### config.mk
export PLATFORM = sky130hd
export DESIGN_NAME = tx_arbiter
export DESIGN_NICKNAME = d
export VERILOG_FILES = /design/src/rtl/tx_arbiter.sv
export SDC_FILE = /design/constraint.sdc
export NUM_CORES = 1
export LEC_CHECK = 0
export ABC_AREA = 0
export CELL_PAD_IN_SITES_DETAIL_PLACEMENT = 0
export CELL_PAD_IN_SITES_GLOBAL_PLACEMENT = 2
export CORE_AREA = 2 2 208 210
export DETAILED_ROUTE_END_ITERATION = 6
export DIE_AREA = 0 0 210 212
export DONT_BUFFER_PORTS = 1
export PLACE_DENSITY_LB_ADDON = 0.08
export SYNTH_ARGS = -nofsm -noshare
export SYNTH_HDL_FRONTEND = slang
export SYNTH_SLANG_ARGS = --single-unit
### constraint.sdc
create_clock -name clk_i -period 10.9 [get_ports clk_i]
set_input_delay 3.27 -clock clk_i [delete_from_list [all_inputs] [get_ports clk_i]]
set_output_delay 3.27 -clock clk_i [all_outputs]
set_load 0.05 [all_outputs]
### src/rtl/tx_arbiter.sv
// Round-robin arbiter feeding one transmitter through a single holding register.
// Optional idle heartbeat word is built when TX_ARB_HEARTBEAT_EN is defined.
module tx_arbiter #(
    parameter int NREQ      = 3,
    parameter int LENGTH    = 128,
    parameter int TAG_W     = 2,
    parameter int PAYLOAD   = LENGTH - TAG_W,
    parameter int HB_PERIOD = 65536
) (
    input  logic                      clk_i,
    input  logic                      rst_i,
    input  logic [NREQ-1:0]           req_valid_i,
    output logic [NREQ-1:0]           req_ready_o,
    input  logic [NREQ*PAYLOAD-1:0]   req_data_i,
    output logic                      out_valid_o,
    input  logic                      out_ready_i,
    output logic [LENGTH-1:0]         out_data_o,
    output logic [15:0]               hb_seq_o
);
    // state    | meaning
    // ST_EMPTY | holding register empty, out_valid_o low
    // ST_FULL  | holding register holds a word for the transmitter
    localparam logic [0:0] ST_EMPTY = 1'b0;
    localparam logic [0:0] ST_FULL  = 1'b1;
    localparam int PTR_W = (NREQ > 1) ? $clog2(NREQ) : 1;

    if (NREQ < 1 || NREQ > (2**TAG_W) - 1) begin : g_bad_nreq
        $error("tx_arbiter: NREQ out of range for TAG_W");
    end
    if (PAYLOAD < 16 || HB_PERIOD < 2) begin : g_bad_sizes
        $error("tx_arbiter: PAYLOAD must be >= 16 and HB_PERIOD >= 2");
    end

    logic [0:0]        state_q, state_d;
    logic [LENGTH-1:0] data_q, data_d;
    logic [PTR_W-1:0]  ptr_q, ptr_d;
    logic [NREQ-1:0]   grant;
    logic [PTR_W-1:0]  gnt_idx, ptr_nxt;
    logic              gnt_any, load_en, req_load, handshake, hb_load;
    logic [LENGTH-1:0] hb_word;
    int                idx;

    assign out_valid_o = (state_q == ST_FULL);
    assign out_data_o  = data_q;
    assign load_en     = ~out_valid_o | out_ready_i;
    assign handshake   = out_valid_o & out_ready_i;
    assign req_load    = load_en & gnt_any;
    // Gated by rst_i so no requester sees an accept while reset is held.
    assign req_ready_o = (load_en & ~rst_i) ? grant : '0;

    always_comb begin
        grant   = '0;
        gnt_idx = '0;
        gnt_any = 1'b0;
        idx     = 0;
        for (int k = 0; k < NREQ; k++) begin
            idx = int'(ptr_q) + k;
            if (idx >= NREQ) idx = idx - NREQ;
            if (!gnt_any && req_valid_i[idx]) begin
                gnt_any      = 1'b1;
                grant[idx]   = 1'b1;
                gnt_idx      = PTR_W'(idx);
            end
        end
    end

    assign ptr_nxt = (int'(gnt_idx) == NREQ - 1) ? '0 : gnt_idx + 1'b1;

    always_comb begin
        state_d = state_q;
        data_d  = data_q;
        ptr_d   = ptr_q;
        if (req_load) begin
            state_d = ST_FULL;
            data_d  = {TAG_W'(gnt_idx), req_data_i[int'(gnt_idx)*PAYLOAD +: PAYLOAD]};
            ptr_d   = ptr_nxt;
        end else if (hb_load) begin
            state_d = ST_FULL;
            data_d  = hb_word;
        end else if (handshake) begin
            state_d = ST_EMPTY;
        end
    end

    always_ff @(posedge clk_i or posedge rst_i) begin
        if (rst_i) begin
            state_q <= ST_EMPTY;
            data_q  <= '0;
            ptr_q   <= '0;
        end else begin
            state_q <= state_d;
            data_q  <= data_d;
            ptr_q   <= ptr_d;
        end
    end

`ifdef TX_ARB_HEARTBEAT_EN
    localparam int CNT_W = $clog2(HB_PERIOD);
    localparam logic [TAG_W-1:0] HB_TAG = '1;

    logic [CNT_W-1:0] cnt_q, cnt_d;
    logic             pend_q, pend_d;
    logic [15:0]      seq_q, seq_d;

    assign hb_load  = pend_q & load_en & ~(|req_valid_i);
    assign hb_word  = {HB_TAG, {(PAYLOAD-16){1'b0}}, seq_q + 16'd1};
    assign hb_seq_o = seq_q;

    always_comb begin
        cnt_d  = cnt_q + 1'b1;
        pend_d = pend_q;
        seq_d  = seq_q;
        if (handshake || req_load || hb_load) begin
            cnt_d = '0;
        end else if (cnt_q == CNT_W'(HB_PERIOD - 1)) begin
            cnt_d  = '0;
            pend_d = 1'b1;
        end
        // Any load, data or heartbeat, satisfies the pending heartbeat.
        if (req_load || hb_load) pend_d = 1'b0;
        if (hb_load) seq_d = seq_q + 16'd1;
    end

    always_ff @(posedge clk_i or posedge rst_i) begin
        if (rst_i) begin
            cnt_q  <= '0;
            pend_q <= 1'b0;
            seq_q  <= '0;
        end else begin
            cnt_q  <= cnt_d;
            pend_q <= pend_d;
            seq_q  <= seq_d;
        end
    end
`else
    assign hb_load  = 1'b0;
    assign hb_word  = '0;
    assign hb_seq_o = '0;
`endif

endmodule

==> summary by stage <==
Critical path
At the worst endpoint, the required time is about 7.6 ns. The worst setup slack for register-to-register paths is between 6 and 7 ns. The worst setup path is captured at a primary output. The arrival time of data at the critical path endpoint is roughly 4.6 ns. The worst-path maximum fanout is roughly 130.

The critical path is of the primary input to primary output type. The kind of start point of the critical path is a primary input.

Floorplan
The die is between 200 and 250 µm tall. The initial utilization of the core area, before any placement, comes to 0.1969. The width of the die is 210 µm. The standard-cell row count is 76. The I/O pin count is about 530.

The standard cell core area is 42,510 µm². The die footprint is about 45,000 µm².

Final layout
The sequential cell area is 3278 µm². The final-layout fill cell count is approximately 4,600. At the end of the flow, the number of nets in the layout was between 1,000 and 1,500. The count of cells in the finished layout, fillers not included, comes to ~1,300. In the final layout, the share of cells above drive strength 1 is 0.1130. The area of all placed cells without fillers is around 9200 µm². The most common library cell in the layout ignoring fill and taps is sky130_fd_sc_hd__dfrtp_1.

The library cells used most frequently in the layout, excluding fill and tap cells, are sky130_fd_sc_hd__dfrtp_1 (131), sky130_fd_sc_hd__nand2_1 (130), sky130_fd_sc_hd__mux2i_1 (127), sky130_fd_sc_hd__o2111ai_1 (126), sky130_fd_sc_hd__o211ai_1 (96). The synthesis-to-layout area growth is 9.507%. 0 antenna diodes ended up in the layout. In the final layout, the multi-input gates occupy 4492 µm².

Power
Of the total power, the clock network draws 0.154. The leakage component of the power is about 3.5 nW. The internal power of the cells totals between 1.5 and 2 mW. The switching part of the total power is 0.5813. Power spread over the standard cell area amounts to approximately 430 nW/µm². The part of the power in combinational logic is 0.388.

The share of total power dissipated in sequential elements is 0.458. The highest ir drop seen on vdd is approximately 0.26 mV. For this design the total switching power over the nets is 2.302 mW.

GRT
For this run, the total global-route usage over all layers was measured as 0.1561. The remaining global-route overflow is 0. The number of antenna violations at the first check in global routing is 0. Entering global routing, the biggest net connects 135 pins. The first global-routing pass estimated between 50,000 and 60,000 µm of wire. The number of global-route vias before repair came to a little over 7,000.

Placed design
Including well taps, the total number of placed cells is approximately 1,300. The final HPWL from detailed placement is 24,120 µm. The count of buffers added on input and output ports is 0. At the placement stage, the worst setup path has a slack of a little over 3 ns. The placed instances occupy a cell area of about 8600 µm².

Routability-driven placement finished with a final weighted congestion of 0.7597.

Synthesis
After synthesis, the share of cell area in mux cells is 0.1577. The number of enable-type register cells in the synthesized netlist is 0. After synthesis, the share of flip-flops with an asynchronous set or reset is 1.000. The share of synthesized area occupied by flip-flops and latches is 0.3916. Counting every instance in the synthesized netlist gives 819.

Yosys printed 0 warnings. Of the total synthesized cell area, the portion taken by XOR and XNOR cells is 0. The adder and majority cell fraction of the synthesized area is 0.005979. The number of distinct standard cells referenced by the synthesized netlist is 41.

The summed instance area of the synthesized netlist is between 8000 and 9000 µm². The area fraction in and, or, nand and nor cells after synthesis is 0.07250. Synthesis inferred approximately 130 register bits. The share of the synthesized area in compound gates (AO/OA/AOI/OAI) came to 0.2864. The average cell area after synthesis is approximately 10 µm².

The dominant combinational cell family by area after synthesis is compound AO/OA/AOI/OAI gates. The most common flop cell mapped by yosys is sky130_fd_sc_hd__dfrtp_1.

Clocking
The number of buffers added by the clock tree synthesis step is 17. Clock-pin slew was measured on the worst setup and hold paths at roughly 0.050 ns. After clock tree synthesis, the repair step resized 0 gates. The clock tree synthesis step divided the H-tree into 4 levels. After clock tree synthesis, the flow added hold-fix buffers numbering 0. Buffers added to address setup during post-CTS repair amount to 0. TritonCTS built the clock tree. The clock passes through at most 2 buffers. The library cell used as clock root buffer is sky130_fd_sc_hd__clkbuf_16.

The number of sinks driven by the clock tree is approximately 130. The clock reaches the later pin of the worst-skew pair after between 0.4 and 0.5 ns.

Drt
After detailed routing, the average wire length per cell comes to ~27 µm. For this block, the initial DRC count from the detailed router was between 300 and 400. The count of vias placed by the detailed router is around 6,900. The detail route stage leaves a number of antenna-violating nets equal to 0.

After detailed routing, the number of vias per cell comes to 5.271. For this run, design rule violations remaining after detail routing come to 0. The total routed wirelength is between 30,000 and 40,000 µm. The first-pass iteration count of the detailed router is 5.

Run status
The flow ran to the end, and the final reports show no timing, DRC or antenna violations.

Job
The max-capacitance violation count is 0.

Hold path
The tightest min-delay check is of the register to register type.

Timing
Setup total negative slack on the finished layout was measured at 0 ns. Headroom to the max-slew limit came out at 0.2398. Setup repair after global routing left no endpoint under its margin. The share of the clock period used by the worst path is 0.7202. The worst path needs roughly 7.9 ns of the cycle, external delays included. The minimum setup slack in the final design is between 3 and 4 ns. Across the routed clock network, the largest skew measured is about 0.0086 ns. The final number of setup-violating endpoints is 0. The maximum frequency from static timing analysis is between 100 and 150 MHz. At the pin with the least slew margin, the transition time is between 1 and 1.5 ns. Hold timing on the final database bottoms out at a slack of approximately 0.64 ns. The count of endpoints failing hold in the final timing report is 0. The max-slew violation count is 0.
critical path: stages:
cell                        delay [ns]
sky130_fd_sc_hd__mux2_4           0.27
sky130_fd_sc_hd__o22ai_1          0.15
sky130_fd_sc_hd__a21o_1           0.17
sky130_fd_sc_hd__a221oi_1         0.11
sky130_fd_sc_hd__a2111oi_2        0.35
sky130_fd_sc_hd__buf_4            0.25
cell usage after synthesis (2+ instances only):
| library cell | instances | area (µm²) |
|---|---|---|
| sky130_fd_sc_hd__nand2b_1 | 4 | 25.02 |
| sky130_fd_sc_hd__o21ai_0 | 4 | 20.02 |
| sky130_fd_sc_hd__buf_4 | 35 | 262.8 |
| sky130_fd_sc_hd__o211ai_2 | 30 | 375.4 |
| sky130_fd_sc_hd__buf_8 | 2 | 30.03 |
| sky130_fd_sc_hd__mux2_2 | 3 | 33.78 |
| sky130_fd_sc_hd__o211ai_1 | 96 | 720.7 |
| sky130_fd_sc_hd__a21oi_1 | 6 | 30.03 |
| sky130_fd_sc_hd__nand3_1 | 2 | 10.01 |
| sky130_fd_sc_hd__mux2i_1 | 127 | 1271 |
| sky130_fd_sc_hd__buf_12 | 3 | 60.06 |
| sky130_fd_sc_hd__buf_6 | 4 | 45.04 |
| sky130_fd_sc_hd__a21o_1 | 3 | 22.52 |
| sky130_fd_sc_hd__inv_1 | 6 | 22.52 |
| sky130_fd_sc_hd__nand3b_1 | 2 | 15.01 |
| sky130_fd_sc_hd__a211oi_1 | 3 | 22.52 |
| sky130_fd_sc_hd__a2111oi_0 | 2 | 17.52 |
| sky130_fd_sc_hd__nand2_1 | 130 | 488.0 |
| sky130_fd_sc_hd__nor2_1 | 4 | 15.01 |
| sky130_fd_sc_hd__o2111ai_1 | 126 | 1104 |
| sky130_fd_sc_hd__and3b_1 | 2 | 17.52 |
| sky130_fd_sc_hd__ha_1 | 4 | 50.05 |
| sky130_fd_sc_hd__dfrtp_1 | 131 | 3278 |
| sky130_fd_sc_hd__clkbuf_1 | 57 | 214.0 |
| sky130_fd_sc_hd__buf_2 | 16 | 80.08 |
| sky130_fd_sc_hd__and3_1 | 2 | 12.51 |
kinds of logic after synthesis:
group | Yosys count
adders and majority gates | 4
muxes | 131
buffers and inverters | 123
AOI/OAI and AO/OA | 280
and+or+nand+nor | 149
other | 1
DFF | 131
stage by stage:
| stage | utilization | power, mW |
|---|---|---|
| finish | 0.2156 | 3.960 |
| global route | 0.2156 | 4.188 |
| CTS | 0.2156 | 4.039 |
| detailed placement | 0.2016 | 3.407 |
| global placement | 0.2016 | 3.373 |
| floorplan | - | 3.027 |
cell type report:
class                   instances  area share
inverters                       6    0.003003
clock buffers                  22     0.05064
repair buffers                 12    0.009828
multi-input cells             580      0.4900
flip-flops and latches        131      0.3576
clock inverters                10     0.01433
well taps                     546     0.07453
metal layers:
metal,routed length (µm),global-route usage,up-vias
met4,670,0.06236,0
met3,2829,0.05465,35
met5,0,0,-
met1,13890,0.1776,3425
li1,-,-,3052
met2,18300,0.2680,377
worst paths after layout:
check | start | to | depth (start not counted)
setup / recovery | req_valid_i[2] | req_ready_o[0] | 6
hold / removal | ptr_q[1] | ptr_q[1] | 2
setup reg to reg | ptr_q[0] | out_data_o[25] | 8
hold reg to reg | ptr_q[1] | ptr_q[1] | 2
max in group asynchronous | rst_i | out_data_o[101] | 2
min in group asynchronous | rst_i | out_data_o[41] | 1
power groups by stage:
stage	logic [mW]	registers [mW]	clock network, mW
finish	1.54	1.81	0.611
global placement	1.53	1.84	0
floorplan	1.33	1.70	0
detailed placement	1.58	1.83	0
CTS	1.57	1.82	0.644
global route	1.69	1.84	0.657
flip-flops by register name (all words and copies together), names as in the netlist:
| register | count |
|---|---|
| out_valid_o | 1 |
| ptr_q | 2 |
| out_data_o | 128 |
No activity file was read; power rests on OpenSTA's default activity.
